**config.mk**
```make
export PLATFORM = sky130hd
export DESIGN_NAME = latch_bank_wr_ctrl_flat
export DESIGN_NICKNAME = d
export VERILOG_FILES = /design/src/rtl/latch_bank_wr_if.sv /design/src/rtl/latch_bank_wr_ctrl.sv /design/src/flat_wrapper.sv
export SDC_FILE = /design/constraint.sdc
export NUM_CORES = 1
export LEC_CHECK = 0
export BUFFER_PORTS_ARGS = -buffer_cell sky130_fd_sc_hd__buf_2
export CORE_MARGIN = 5
export CORE_UTILIZATION = 35
export DETAILED_ROUTE_END_ITERATION = 16
export PLACE_DENSITY = 0.57
export SYNTH_ARGS = -nofsm -noshare
export SYNTH_HDL_FRONTEND = slang
export SYNTH_SLANG_ARGS = --single-unit
```
**constraint.sdc**
```tcl
create_clock -name clk -period 3.42 [get_ports clk]
set_input_delay 0.342 -clock clk [delete_from_list [all_inputs] [get_ports clk]]
set_output_delay 0.342 -clock clk [all_outputs]
set_load 0.02 [all_outputs]
```
**src/rtl/latch_bank_wr_if.sv**
```systemverilog
// latch_bank_wr_if
// Bundles the request side and the latch-bank side of the latch bank
// write controller into one interface.
//   req       : per-requester write request (level), held until ack
//   req_addr  : packed target addresses, requester i at [i*ADDR_W +: ADDR_W]
//   req_data  : packed write data, requester i at [i*WIDTH +: WIDTH]
//   ack       : one-cycle completion pulse to the granted requester
//   err       : pulses with ack when the granted address was >= DEPTH
//   latch_en  : one-hot latch enables, zero outside the transparency window
//   latch_d   : shared data bus to every latch D input
//   busy      : controller is in any state other than IDLE
//   gnt_id    : index of the current or most recent grant
// Modports: master = requesting side, slave = controller.
interface latch_bank_wr_if #(
    parameter int NREQ   = 4,
    parameter int DEPTH  = 8,
    parameter int WIDTH  = 8,
    parameter int ADDR_W = 3
);
    localparam int GNT_W = (NREQ > 1) ? $clog2(NREQ) : 1;

    logic [NREQ-1:0]        req;
    logic [NREQ*ADDR_W-1:0] req_addr;
    logic [NREQ*WIDTH-1:0]  req_data;
    logic [NREQ-1:0]        ack;
    logic                   err;
    logic [DEPTH-1:0]       latch_en;
    logic [WIDTH-1:0]       latch_d;
    logic                   busy;
    logic [GNT_W-1:0]       gnt_id;

    modport master (
        output req, req_addr, req_data,
        input  ack, err, latch_en, latch_d, busy, gnt_id
    );

    modport slave (
        input  req, req_addr, req_data,
        output ack, err, latch_en, latch_d, busy, gnt_id
    );
endinterface

```
**src/rtl/latch_bank_wr_ctrl.sv**
```systemverilog
// latch_bank_wr_ctrl
// Round-robin write controller for a bank of level-sensitive latch words.
// Each granted write runs SETUP (data driven, enables low), OPEN (one
// enable high for EN_CYCLES), HOLD (enables low, data held for GUARD
// cycles) and ACK (completion pulse), so at most one latch is transparent
// and latch_d never moves while a latch is open or inside its guard time.
// Ports:
//   clk  : rising-edge clock
//   rst  : asynchronous active-high reset
//   bus  : latch_bank_wr_if slave modport (requests in, latch drive out)
// All outputs on bus are registered.
module latch_bank_wr_ctrl #(
    parameter int NREQ      = 4,
    parameter int DEPTH     = 8,
    parameter int WIDTH     = 8,
    parameter int ADDR_W    = 3,
    parameter int EN_CYCLES = 2,
    parameter int GUARD     = 1
) (
    input  logic              clk,
    input  logic              rst,
    latch_bank_wr_if.slave    bus
);
    localparam int GNT_W   = (NREQ > 1) ? $clog2(NREQ) : 1;
    localparam int CNT_MAX = (EN_CYCLES > GUARD) ? EN_CYCLES : GUARD;
    localparam int CNT_W   = (CNT_MAX > 1) ? $clog2(CNT_MAX) : 1;

    typedef enum logic [2:0] {
        ST_IDLE  = 3'd0,
        ST_SETUP = 3'd1,
        ST_OPEN  = 3'd2,
        ST_HOLD  = 3'd3,
        ST_ACK   = 3'd4
    } state_t;

    state_t              state_r;
    logic [GNT_W-1:0]    ptr_r;
    logic [ADDR_W-1:0]   addr_r;
    logic [CNT_W-1:0]    cnt_r;

    logic                any_req_s;
    logic [GNT_W-1:0]    sel_s;
    logic                addr_ok_s;
    int                  idx_s;

    // One-hot latch enable for an address; out-of-range addresses give zero.
    function automatic logic [DEPTH-1:0] addr_onehot(input logic [ADDR_W-1:0] a);
        logic [DEPTH-1:0] v;
        v = '0;
        for (int k = 0; k < DEPTH; k++) begin
            if (int'(a) == k) begin
                v[k] = 1'b1;
            end else begin
                v[k] = 1'b0;
            end
        end
        return v;
    endfunction

    // One-hot acknowledge vector for a grant index.
    function automatic logic [NREQ-1:0] gnt_onehot(input logic [GNT_W-1:0] g);
        logic [NREQ-1:0] v;
        v = '0;
        for (int k = 0; k < NREQ; k++) begin
            if (int'(g) == k) begin
                v[k] = 1'b1;
            end else begin
                v[k] = 1'b0;
            end
        end
        return v;
    endfunction

    // Round-robin pick: first active request at or after the pointer, wrapping.
    always_comb begin
        any_req_s = 1'b0;
        sel_s     = '0;
        idx_s     = 0;
        for (int i = 0; i < NREQ; i++) begin
            idx_s = int'(ptr_r) + i;
            if (idx_s >= NREQ) begin
                idx_s = idx_s - NREQ;
            end else begin
                idx_s = idx_s;
            end
            if (!any_req_s && bus.req[idx_s]) begin
                any_req_s = 1'b1;
                sel_s     = GNT_W'(idx_s);
            end else begin
                any_req_s = any_req_s;
            end
        end
    end

    // Captured address lands inside the bank.
    assign addr_ok_s = (int'(addr_r) < DEPTH);

    // Transaction sequencer with all bus outputs registered.
    always_ff @(posedge clk or posedge rst) begin
        if (rst) begin
            state_r      <= ST_IDLE;
            ptr_r        <= '0;
            addr_r       <= '0;
            cnt_r        <= '0;
            bus.ack      <= '0;
            bus.err      <= 1'b0;
            bus.latch_en <= '0;
            bus.latch_d  <= '0;
            bus.busy     <= 1'b0;
            bus.gnt_id   <= '0;
        end else begin
            case (state_r)
                ST_IDLE: begin
                    if (any_req_s) begin
                        // Capture once; later input changes are ignored.
                        state_r     <= ST_SETUP;
                        bus.busy    <= 1'b1;
                        bus.gnt_id  <= sel_s;
                        addr_r      <= bus.req_addr[int'(sel_s)*ADDR_W +: ADDR_W];
                        bus.latch_d <= bus.req_data[int'(sel_s)*WIDTH +: WIDTH];
                    end else begin
                        state_r <= ST_IDLE;
                    end
                end
                ST_SETUP: begin
                    state_r <= ST_OPEN;
                    cnt_r   <= '0;
                    if (addr_ok_s) begin
                        bus.latch_en <= addr_onehot(addr_r);
                    end else begin
                        bus.latch_en <= '0;
                    end
                end
                ST_OPEN: begin
                    if (cnt_r == CNT_W'(EN_CYCLES - 1)) begin
                        state_r      <= ST_HOLD;
                        cnt_r        <= '0;
                        bus.latch_en <= '0;
                    end else begin
                        cnt_r <= cnt_r + 1'b1;
                    end
                end
                ST_HOLD: begin
                    if (cnt_r == CNT_W'(GUARD - 1)) begin
                        state_r <= ST_ACK;
                        cnt_r   <= '0;
                        bus.ack <= gnt_onehot(bus.gnt_id);
                        bus.err <= ~addr_ok_s;
                    end else begin
                        cnt_r <= cnt_r + 1'b1;
                    end
                end
                ST_ACK: begin
                    // Just-served requester drops to lowest priority.
                    state_r  <= ST_IDLE;
                    bus.ack  <= '0;
                    bus.err  <= 1'b0;
                    bus.busy <= 1'b0;
                    if (bus.gnt_id == GNT_W'(NREQ - 1)) begin
                        ptr_r <= '0;
                    end else begin
                        ptr_r <= bus.gnt_id + 1'b1;
                    end
                end
                default: begin
                    state_r      <= ST_IDLE;
                    cnt_r        <= '0;
                    bus.ack      <= '0;
                    bus.err      <= 1'b0;
                    bus.latch_en <= '0;
                    bus.busy     <= 1'b0;
                end
            endcase
        end
    end
endmodule

```
**src/flat_wrapper.sv**
```systemverilog
// flat-port wrapper written by rule: the top's interface ports become plain ports
module latch_bank_wr_ctrl_flat 
#(
    parameter int NREQ      = 4,
    parameter int DEPTH     = 8,
    parameter int WIDTH     = 8,
    parameter int ADDR_W    = 3,
    parameter int EN_CYCLES = 2,
    parameter int GUARD     = 1
)
  (clk, rst, bus_req, bus_req_addr, bus_req_data, bus_ack, bus_err, bus_latch_en, bus_latch_d, bus_busy, bus_gnt_id);
  latch_bank_wr_if #(.NREQ(NREQ), .DEPTH(DEPTH), .WIDTH(WIDTH), .ADDR_W(ADDR_W)) bus_i ();
  input  logic clk;
  input  logic rst;
  input wire logic [$bits(bus_i.req)-1:0] bus_req;
  input wire logic [$bits(bus_i.req_addr)-1:0] bus_req_addr;
  input wire logic [$bits(bus_i.req_data)-1:0] bus_req_data;
  output wire logic [$bits(bus_i.ack)-1:0] bus_ack;
  output wire logic [$bits(bus_i.err)-1:0] bus_err;
  output wire logic [$bits(bus_i.latch_en)-1:0] bus_latch_en;
  output wire logic [$bits(bus_i.latch_d)-1:0] bus_latch_d;
  output wire logic [$bits(bus_i.busy)-1:0] bus_busy;
  output wire logic [$bits(bus_i.gnt_id)-1:0] bus_gnt_id;
  assign bus_i.req = bus_req;
  assign bus_i.req_addr = bus_req_addr;
  assign bus_i.req_data = bus_req_data;
  assign bus_ack = bus_i.ack;
  assign bus_err = bus_i.err;
  assign bus_latch_en = bus_i.latch_en;
  assign bus_latch_d = bus_i.latch_d;
  assign bus_busy = bus_i.busy;
  assign bus_gnt_id = bus_i.gnt_id;
  latch_bank_wr_ctrl #(.NREQ(NREQ), .DEPTH(DEPTH), .WIDTH(WIDTH), .ADDR_W(ADDR_W), .EN_CYCLES(EN_CYCLES), .GUARD(GUARD)) u_core (.clk(clk), .rst(rst), .bus(bus_i));
endmodule
```
==> reports/results.txt <==
gr usage total: 13.1%
RSZ-0062 raised after global routing: no
Post-Route WL: 4.16 mm
WP data arrival: 2160 ps
Crit. End Element: flip-flop
clock buffer depth: 2
Worst VDD drop: 0.000413 V
Setup Buffers After CTS: 0
GRT overflow: 0
# setup viols final: 0
vias: 1430
Least-Margin Pin Slew: 944 ps
synth cell count leaders: dfrtp_1, mux2i_1, nand2_1, nor2_1, o221ai_2
Worst Hold Margin: 142 ps
core outline area: 0.00504 sq mm
post-detail-place hpwl: 3.14 mm
CTS tree: yes
relative slew slack: 37.1%
Chip Height: 81.5 um
Hold WC Path Type: in -> async
DRT iter0 DRCs: 58
R2R Path Start: u_core.ptr_r[0]$_DFFE_PP0P_
Seq/Total Area, Yosys: 44.8%
Max Slew Vio Count: 0
number of diodes: 0
Reg area: 801 sq um
cts hold-fix bufs: 0
DR pass1 iterations: 4
nets@finish: 283
Slowest-stage cell, CP: o221ai_4
crit path buf inv count: 0
critical path class: reg -> reg
clock sinks: 32
flop and latch count out of synthesis: 32
post_cts resized: 0
Worst Setup SP: u_core.ptr_r[0]$_DFFE_PP0P_
PD cells: 864 mW/mm^2
Hold Violations, Final: 0
Routability Congestion: 0.760
Syn-to-layout area delta: 28.1%
placed cells: 292
sw frac: 42.6%
Clock transition at path regs: 70 ps
final core utilization: 45.5%
final period utilization: 58.9%
vias per cell: 4.77
cell area after synthesis: 0.00179 sq mm
Setup crit start kind: flip-flop
combinational power share: 46.5%
Synthesis Warnings: 0
average size of a mapped cell: 11.3 sq um
minimum clock period: 2010 ps
PnR Total Power: 1980 uW
top cells by area, synth: dfrtp_1, mux2i_1, o221ai_2
clock root cell: clkbuf_8
status: finished, final reports clean
DRC Markers: 0
share of layout cells above drive strength 1: 43.5%
Final Skew: 7.89 ps
IO Port Bufs: 72
Max stage delay on crit path: 740 ps
Critical Path Fanout Max: 22
# H-tree levels: 2
Crit path required time: 3570 ps
Max Cap Viol: 0
Internal: 1140 uW
Synthesized Nets: 212
TritonCTS buffer count: 5
Main synth FF type: dfrtp_1
antenna violations before repair: 0
area of the multi-input gates: 902 sq um
Top Family by Delay on Critical Path: compound AO/OA/AOI/OAI gates
EDFF count, synth: 0
distinct cell type count after synthesis: 39
Clock Latency Late Sink: 280 ps
switching power: 843 uW
post-synth top area cell: dfrtp_1
async set-reset flop share out of synthesis: 100%
Lkg Pwr: 0.00122 uW
# IOs: 74
Cells after Synth: 158
share of the synthesized area in the top cell type: 44.8%
global-route wire length before repair: 6.71 mm
Routed Antenna Nets: 0
total die area: 0.00664 sq mm
drt wl/cell: 13.9 um
largest net degree at the start of global routing: 33
filler instances: 463
setup_tns: 0 ps
CP Cell Sequence: nor2b_4 -> a21oi_4 -> o221ai_4 -> mux2i_1 -> o221ai_2
most numerous cell in the Yosys netlist: dfrtp_1
Initial Utilization: 35.5%
Clock Power Share: 18.0%
Cell Rows: 26
Max Fclk: 496 MHz
vias in the first global route: 1396
Seq pwr share: 35.5%
chip width: 81.5 um
Finished Layout Cells: 300
==> flip-flops by register name (all words and copies together), names as in the netlist <==
signal,count
u_core.bus.busy,1
u_core.bus.gnt_id,2
u_core.addr_r,3
u_core.bus.latch_d,8
u_core.ptr_r,2
u_core.state_r,3
u_core.cnt_r,1
u_core.bus.ack,4
u_core.bus.latch_en,8
==> tightest hold or removal path: stages <==
cell and delay [ps]:
buf_2 100, inv_1 40, buf_4 360
==> power groups by stage <==
stage                     clock (uW)  sequential, uW  combinational (uW)
after floorplan                    0             766                 641
after global placement             0             713                 924
after detailed placement           0             706                 939
after CTS                        369             704                 938
after global routing             388             728                1020
final                            356             703                 922
==> path summary, 6_finish.rpt <==
path                       cells past startpoint                                 end  slack (ps)
max                                            5   u_core.bus.latch_d[1]$_DFFE_PP0P_        1410
min                                            3  u_core.bus.latch_en[1]$_DFFE_PP0P_         140
max reg2reg                                    5   u_core.bus.latch_d[1]$_DFFE_PP0P_        1410
min reg2reg                                    2   u_core.bus.latch_d[1]$_DFFE_PP0P_         500
max in group asynchronous                      3            u_core.cnt_r$_DFFE_PP0N_        2990
min in group clk                               3   u_core.bus.latch_d[4]$_DFFE_PP0P_         370
==> cells by family (layout without fill, tap and decap cells) <==
kind of cell             after synthesis  after routing  synth area share [%]
adder cells (fa/ha/maj)                4              4                  2.80
flip-flops                            32             32                  44.8
multiplexers                          29             29                  16.4
AO/OA/AOI/OAI                         32             32                  18.7
other                                  1              1                 0.210
buffers and inverters                 15             87                  4.83
AND/OR/NAND/NOR                       45             45                  12.3
==> metal layers <==
metal / vias to the layer above / share of wire (%) / track usage [%]
met1: 658 / 46 / 17.6
met3: 4 / 8.2 / 4.28
li1: 715 / - / -
met4: 0 / 0.84 / 4.05
met2: 53 / 45 / 20.0
met5: - / 0 / 0
==> through the flow <==
step | worst slack [ps] | area [sq um]
after floorplan | 1930 | 1790
after global placement | 1350 | 2180
after detailed placement | 1270 | 2180
after CTS | 1350 | 2290
after global routing | 1200 | 2290
final | 1410 | 2290
==> cells in the final DEF (no fill, tap or decap), types with 2 or more instances in the layout <==
master,netlist,routed
o221ai_1,2,2
clkbuf_8,0,5
mux2i_1,27,27
o21ai_0,3,3
dfrtp_1,32,32
ha_1,4,4
nor2_1,14,14
nand2_1,16,16
mux2_2,2,2
o221ai_2,9,9
inv_1,5,5
buf_2,3,72
a32o_1,2,2
a21oi_1,2,2
nor2b_1,4,4
a22o_1,6,6
==> layout make-up <==
cell class | instances | share of cell area, %
Inverter | 6 | 0.983
Multi-Input combinational cell | 111 | 39.4
Timing Repair Buffer | 73 | 16.0
Tap cell | 70 | 3.82
Sequential cell | 32 | 34.9
Clock inverter | 3 | 1.86
Clock buffer | 5 | 3.00
Power figures use the tool's default switching activity.
